===== src/rtl/better_neighbor_scan_if.sv =====
// Bus between the better-neighbour scan stage and its surroundings: scan control,
// cost memory read port, candidate buffer write port and results for the address stage.
interface better_neighbor_scan_if #(
    parameter int unsigned WIDTH = 16
);
    logic             start_scan;
    logic [WIDTH-1:0] num_neighbors;
    logic [WIDTH-1:0] current_cost;
    logic [WIDTH-1:0] cost_addr;
    logic [WIDTH-1:0] cost_rdata;
    logic             cand_we;
    logic [WIDTH-1:0] cand_waddr;
    logic [WIDTH-1:0] cand_wdata;
    logic [WIDTH-1:0] better_neighbor_count;
    logic [WIDTH-1:0] which;
    logic             start_rng_address;
    logic             done_scan;
    logic             no_better;
    logic             busy;

    modport master (
        output start_scan, num_neighbors, current_cost, cost_rdata,
        input  cost_addr, cand_we, cand_waddr, cand_wdata, better_neighbor_count,
               which, start_rng_address, done_scan, no_better, busy
    );

    modport slave (
        input  start_scan, num_neighbors, current_cost, cost_rdata,
        output cost_addr, cand_we, cand_waddr, cand_wdata, better_neighbor_count,
               which, start_rng_address, done_scan, no_better, busy
    );
endinterface


===== src/rtl/better_neighbor_scan.sv =====
// Walks the neighbour cost memory, compacts the indices of neighbours that beat the
// current cost into the candidate buffer, then hands count and a random word downstream.
module better_neighbor_scan #(
    parameter int unsigned WIDTH     = 16,
    parameter logic [15:0] LFSR_SEED = 16'hACE1,
    parameter bit          STRICT    = 1'b1
) (
    input logic                   clock,
    input logic                   nrst,
    better_neighbor_scan_if.slave bus
);

    typedef enum logic [1:0] {IDLE, SCAN, DRAIN, FINISH} state_t;

    state_t           state;
    state_t           next_state;
    logic [WIDTH-1:0] n_q;
    logic [WIDTH-1:0] cur_q;
    logic [WIDTH-1:0] count;
    logic             rd_valid;
    logic [WIDTH-1:0] rd_idx;
    logic [15:0]      lfsr;
    logic             lfsr_fb;
    logic             is_better;
    logic             last_addr;

    assign lfsr_fb   = lfsr[15] ^ lfsr[13] ^ lfsr[12] ^ lfsr[10];
    assign is_better = STRICT ? (bus.cost_rdata < cur_q) : (bus.cost_rdata <= cur_q);
    assign last_addr = (n_q == '0) || (bus.cost_addr == n_q - WIDTH'(1));

    // NOTE: state and every other flop use <= so all registers update together at the edge.
    always_ff @(posedge clock) begin
        if (!nrst) state <= IDLE;
        else       state <= next_state;
    end

    // NOTE: next_state is defaulted first so no path through the case leaves it unassigned (no latch).
    always_comb begin
        next_state = state;
        case (state)
            IDLE:    if (bus.start_scan) next_state = SCAN;
            SCAN:    if (last_addr)      next_state = DRAIN;
            // The read issued for the last address lands while rd_valid is high.
            DRAIN:   if (!rd_valid)      next_state = FINISH;
            FINISH:  next_state = IDLE;
            default: next_state = IDLE;
        endcase
    end

    always_ff @(posedge clock) begin
        if (!nrst) begin
            lfsr                      <= LFSR_SEED;
            n_q                       <= '0;
            cur_q                     <= '0;
            count                     <= '0;
            rd_valid                  <= 1'b0;
            rd_idx                    <= '0;
            bus.cost_addr             <= '0;
            bus.cand_we               <= 1'b0;
            bus.cand_waddr            <= '0;
            bus.cand_wdata            <= '0;
            bus.better_neighbor_count <= '0;
            bus.which                 <= '0;
            bus.start_rng_address     <= 1'b0;
            bus.done_scan             <= 1'b0;
            bus.no_better             <= 1'b0;
            bus.busy                  <= 1'b0;
        end else begin
            lfsr                  <= {lfsr[14:0], lfsr_fb};
            bus.done_scan         <= 1'b0;
            bus.start_rng_address <= 1'b0;
            bus.busy              <= (next_state != IDLE);

            // Read pipe: the address presented now returns on cost_rdata next cycle.
            rd_valid    <= (state == SCAN) && (n_q != '0);
            rd_idx      <= bus.cost_addr;
            bus.cand_we <= rd_valid && is_better;
            if (rd_valid && is_better) begin
                bus.cand_waddr <= count;
                bus.cand_wdata <= rd_idx;
                count          <= count + WIDTH'(1);
            end

            case (state)
                IDLE: begin
                    if (bus.start_scan) begin
                        n_q           <= bus.num_neighbors;
                        cur_q         <= bus.current_cost;
                        count         <= '0;
                        bus.no_better <= 1'b0;
                        bus.cost_addr <= '0;
                    end
                end
                SCAN: begin
                    if (!last_addr) bus.cost_addr <= bus.cost_addr + WIDTH'(1);
                end
                DRAIN: begin
                    if (!rd_valid) begin
                        bus.done_scan             <= 1'b1;
                        bus.better_neighbor_count <= count;
                        bus.which                 <= WIDTH'(lfsr);
                        // A zero count would hand the address stage a zero divisor.
                        bus.start_rng_address     <= (count != '0);
                        bus.no_better             <= (count == '0);
                    end
                end
                default: ;
            endcase
        end
    end

endmodule


===== src/flat_wrapper.sv =====
// flat-port wrapper written by rule: the top's interface ports become plain ports
module better_neighbor_scan_flat 
#(
    parameter int unsigned WIDTH     = 16,
    parameter logic [15:0] LFSR_SEED = 16'hACE1,
    parameter bit          STRICT    = 1'b1
)
  (clock, nrst, bus_start_scan, bus_num_neighbors, bus_current_cost, bus_cost_rdata, bus_cost_addr, bus_cand_we, bus_cand_waddr, bus_cand_wdata, bus_better_neighbor_count, bus_which, bus_start_rng_address, bus_done_scan, bus_no_better, bus_busy);
  better_neighbor_scan_if #(.WIDTH(WIDTH)) bus_i ();
  input logic clock;
  input logic nrst;
  input wire logic [$bits(bus_i.start_scan)-1:0] bus_start_scan;
  input wire logic [$bits(bus_i.num_neighbors)-1:0] bus_num_neighbors;
  input wire logic [$bits(bus_i.current_cost)-1:0] bus_current_cost;
  input wire logic [$bits(bus_i.cost_rdata)-1:0] bus_cost_rdata;
  output wire logic [$bits(bus_i.cost_addr)-1:0] bus_cost_addr;
  output wire logic [$bits(bus_i.cand_we)-1:0] bus_cand_we;
  output wire logic [$bits(bus_i.cand_waddr)-1:0] bus_cand_waddr;
  output wire logic [$bits(bus_i.cand_wdata)-1:0] bus_cand_wdata;
  output wire logic [$bits(bus_i.better_neighbor_count)-1:0] bus_better_neighbor_count;
  output wire logic [$bits(bus_i.which)-1:0] bus_which;
  output wire logic [$bits(bus_i.start_rng_address)-1:0] bus_start_rng_address;
  output wire logic [$bits(bus_i.done_scan)-1:0] bus_done_scan;
  output wire logic [$bits(bus_i.no_better)-1:0] bus_no_better;
  output wire logic [$bits(bus_i.busy)-1:0] bus_busy;
  assign bus_i.start_scan = bus_start_scan;
  assign bus_i.num_neighbors = bus_num_neighbors;
  assign bus_i.current_cost = bus_current_cost;
  assign bus_i.cost_rdata = bus_cost_rdata;
  assign bus_cost_addr = bus_i.cost_addr;
  assign bus_cand_we = bus_i.cand_we;
  assign bus_cand_waddr = bus_i.cand_waddr;
  assign bus_cand_wdata = bus_i.cand_wdata;
  assign bus_better_neighbor_count = bus_i.better_neighbor_count;
  assign bus_which = bus_i.which;
  assign bus_start_rng_address = bus_i.start_rng_address;
  assign bus_done_scan = bus_i.done_scan;
  assign bus_no_better = bus_i.no_better;
  assign bus_busy = bus_i.busy;
  better_neighbor_scan #(.WIDTH(WIDTH), .LFSR_SEED(LFSR_SEED), .STRICT(STRICT)) u_core (.clock(clock), .nrst(nrst), .bus(bus_i));
endmodule

===== config.mk =====
export PLATFORM = sky130hd
export DESIGN_NAME = better_neighbor_scan_flat
export DESIGN_NICKNAME = d
export VERILOG_FILES = /design/src/rtl/better_neighbor_scan_if.sv /design/src/rtl/better_neighbor_scan.sv /design/src/flat_wrapper.sv
export SDC_FILE = /design/constraint.sdc
export NUM_CORES = 1
export LEC_CHECK = 0
export ABC_AREA = 1
export CAP_MARGIN = 20
export CORE_MARGIN = 2
export CORE_UTILIZATION = 45
export DETAILED_ROUTE_END_ITERATION = 12
export HOLD_SLACK_MARGIN = 0.08
export MAX_ROUTING_LAYER = met4
export PLACE_DENSITY = 0.69
export REMOVE_ABC_BUFFERS = 1
export SLEW_MARGIN = 25
export SYNTH_ARGS = -nofsm -noshare
export SYNTH_HDL_FRONTEND = slang
export SYNTH_SLANG_ARGS = --single-unit
export TNS_END_PERCENT = 5

===== constraint.sdc =====
create_clock -name clock -period 2.2 [get_ports clock]
set_input_delay 0.44 -clock clock [delete_from_list [all_inputs] [get_ports clock]]
set_output_delay 0.44 -clock clock [all_outputs]
set_load 0.05 [all_outputs]

==> impl_metrics.toml <==
[timing]
period_share = 0.964
relSlewSlack = 0.616
period_needed_ns = 2.12
worst_pin_slew_ns = 0.574
hold_viol = 0
clock_skew_ns = 0.0104
setup_viol = 0
grt_setup_unrepaired = "yes"
drv_slew = 0
fmax_ghz = 0.471
holdWs_ns = 0.419

[floorplanning]
pin_count = 136
die_x_microns = 133
fp.coreArea_sq_um = 16400
row_count = 47
die-area_sq_um = 17600
die_h_microns = 133
initial_utilization = 0.454

[placed_design]
place_congestion = 0.880
dp.cells = 1331
portBuffers = 135
hpwl_microns = 12600

[clocking]
clk_latency_ns = 0.43
cts_buffers = 17
cts-root-buf = "clkbuf_16"
clock-sinks = 168
path_clk_slew_ns = 0.07
htreeDepth = 4
clk_path_buf_depth = 2
cts_tree = "built"

[synthesis]
synth_edf_count = 0
synthArstFlopShare = 0
yosysSeqAreaShare = 0.451
synth_ff_type = "dfxtp_1"
synth_top_area_cell = "dfxtp_1"
ys_warn_count = 0
synth_area_sq_um = 7450
synth_cell_types = 35
ys_ff_latch = 168
syn_inst = 992
synth_top_area_frac = 0.451
synthTopCellsByArea = "dfxtp_1, a21oi_1, o21ai_0, inv_1, nand2_1"
syn_avg_cell_area_sq_um = 7.51

[worst_setup_path]
critical_path_class = "flip-flop to output port"
crit_path_end_kind = "output port"
path_cells = "buf_4 -> clkdlybuf4s50_1"
required_ns = 1.76
cp.arrival_ns = 1.68
critPathSlowestCell = "clkdlybuf4s50_1"
worstPathMaxFanout = 4
critPathLaunchType = "flip-flop"
cpLargestDelayFamily = "buffers and inverters"
critical-path-max-stage-delay_ns = 0.80
crit_buf_inv = 2

[global_routing]
grt_use_total = 0.216
grt_remaining_overflow = 0
grt_pass1_vias = 6198
grt_first_pass_wirelength_microns = 30100
antenna_found_initial = 0
grt_max_degree = 121

[final_layout]
multi_input_area_sq_um = 3440
area_delta_synth_final_pct = 33.0
instances_no_fill = 1366
drive_gt1_frac = 0.102
layout.area.seq_sq_um = 3370
n_fill_cell = 1494
final_common_cell = "dfxtp_1"
layout.nets = 1206
antennaDiodeCount = 0
mostFrequentLayoutCells = "dfxtp_1, inv_1, nand2_1"

[power]
power_density_nw_per_um2 = 750
ir_drop_uv = 522
power.total_mw = 7.43
p_clk_frac = 0.396
p_comb_frac = 0.163
sw_frac_of_total = 0.276
p_switching_mw = 2.05
p_seq_frac = 0.441
p_leak_nw = 4.14
p_int_mw = 5.38

[routing]
routed_wirelength_microns = 18600
wl_per_cell_microns = 13.6
drc_errors = 0
ant_nets = 0
viasPerCell = 4.93
vias = 6738
drt_iter0_markers = 397
first_pass_iters = 7

[min_path]
min_path_type = "flip-flop to flip-flop"

[run]
drv_cap = 0

[outcome]
status = "finished clean"
==> worst paths after layout <==
| kind | to | cells past startpoint | slack [ns] | startpoint |
|---|---|---|---|---|
| worst max-delay path | bus_cost_addr[5] | 2 | 0.08 | u_core.bus.cost_addr[5]$_SDFFE_PN0P_ |
| worst min-delay path | u_core.lfsr[4]$_SDFF_PN0_ | 2 | 0.42 | u_core.lfsr[3]$_SDFF_PN0_ |
| worst max register to register | u_core.bus.busy$_SDFF_PN0_ | 13 | 0.20 | u_core.n_q[1]$_SDFFE_PN0P_ |
| worst min register to register | u_core.lfsr[4]$_SDFF_PN0_ | 2 | 0.42 | u_core.lfsr[3]$_SDFF_PN0_ |
==> power groups by stage <==
stage	registers [mW]	logic, mW	clock network [mW]
2_1_floorplan	3.48	0.578	0
3_3_place_gp	3.34	1.14	0
3_5_place_dp	3.34	1.16	0
6_report	3.28	1.21	2.95
4_1_cts	3.27	1.17	2.99
5_1_grt	3.29	1.34	3.13
==> flip-flops by register name, summed over array words and instances, names as in the netlist, 2 cells and up <==
name and cells:
u_core.bus.cost_addr 16, u_core.lfsr 16, u_core.rd_idx 16, u_core.bus.better_neighbor_count 16
u_core.state 2, u_core.bus.which 16, u_core.bus.cand_wdata 16, u_core.n_q 16
u_core.count 16, u_core.cur_q 16, u_core.bus.cand_waddr 16
==> per-layer routing <==
layer | track usage | wire (microns)
met1 | 0.273 | 8830
met2 | 0.357 | 8900
met3 | 0.0383 | 697
met4 | 0.0591 | 177
met5 | - | 0
==> synth_stat cells, types with 2 or more instances <==
cell type	number
nand4_1	9
inv_2	3
nor3b_1	4
nand2_1	126
buf_6	3
clkbuf_1	43
buf_2	3
nor2_4	5
o21ai_1	5
o21ai_0	102
nand3b_1	6
a21oi_1	107
ha_1	20
clkinv_1	3
nand2_4	2
nor4_1	9
nor2_1	115
xnor2_1	11
inv_1	128
nand2_2	3
dfxtp_1	168
a211oi_1	3
or2_2	8
nor3_1	17
xor2_1	31
clkbuf_2	2
nor2_2	3
nand3_1	46
==> cell families (layout without fill, tap and decap cells) <==
| group | Yosys count | in the layout | synth area share |
|---|---|---|---|
| AND/OR/NAND/NOR | 355 | 355 | 0.215 |
| AO/OA/AOI/OAI | 220 | 220 | 0.150 |
| buffers and inverters | 186 | 340 | 0.0976 |
| flip-flops | 168 | 168 | 0.451 |
| XOR/XNOR | 43 | 43 | 0.0524 |
| adder cells (fa/ha/maj) | 20 | 20 | 0.0336 |
==> worst register-to-register path, delay by kind of cell, from the launching register on <==
kind	cells	cell delay, ns
AO/OA/AOI/OAI	1	0.16
buffers and inverters	1	0.13
AND/OR/NAND/NOR	11	1.29
flip-flops	1	0.31
==> area by class of cell <==
| type | instances | share of cell area |
|---|---|---|
| Sequential cell | 168 | 0.340 |
| Clock inverter | 10 | 0.0123 |
| Tap cell | 220 | 0.0278 |
| Multi-Input combinational cell | 638 | 0.347 |
| Timing Repair Buffer | 176 | 0.176 |
| Inverter | 134 | 0.0508 |
| Clock buffer | 20 | 0.0461 |
==> per-stage QoR <==
stage           util  instance area (sq um)  setup TNS (ns)  worst slack, ns
5_1_grt        0.604                   9910         -0.0278          -0.0140
4_1_cts        0.593                   9730               0           0.0372
6_report       0.604                   9910               0           0.0782
2_1_floorplan      -                   7230          -35.72           -0.837
3_5_place_dp   0.559                   9170          -10.51           -0.338
3_3_place_gp   0.559                   9170           -9.97           -0.308
==> timing repair <==
action	CTS	global route
gates resized for setup	10	23
buffers inserted	0	3
endpoints found under the setup margin	10	29
gates cloned	0	2
hold buffers	0	0
pin swaps	0	2
No activity file was read; power rests on OpenSTA's default activity.
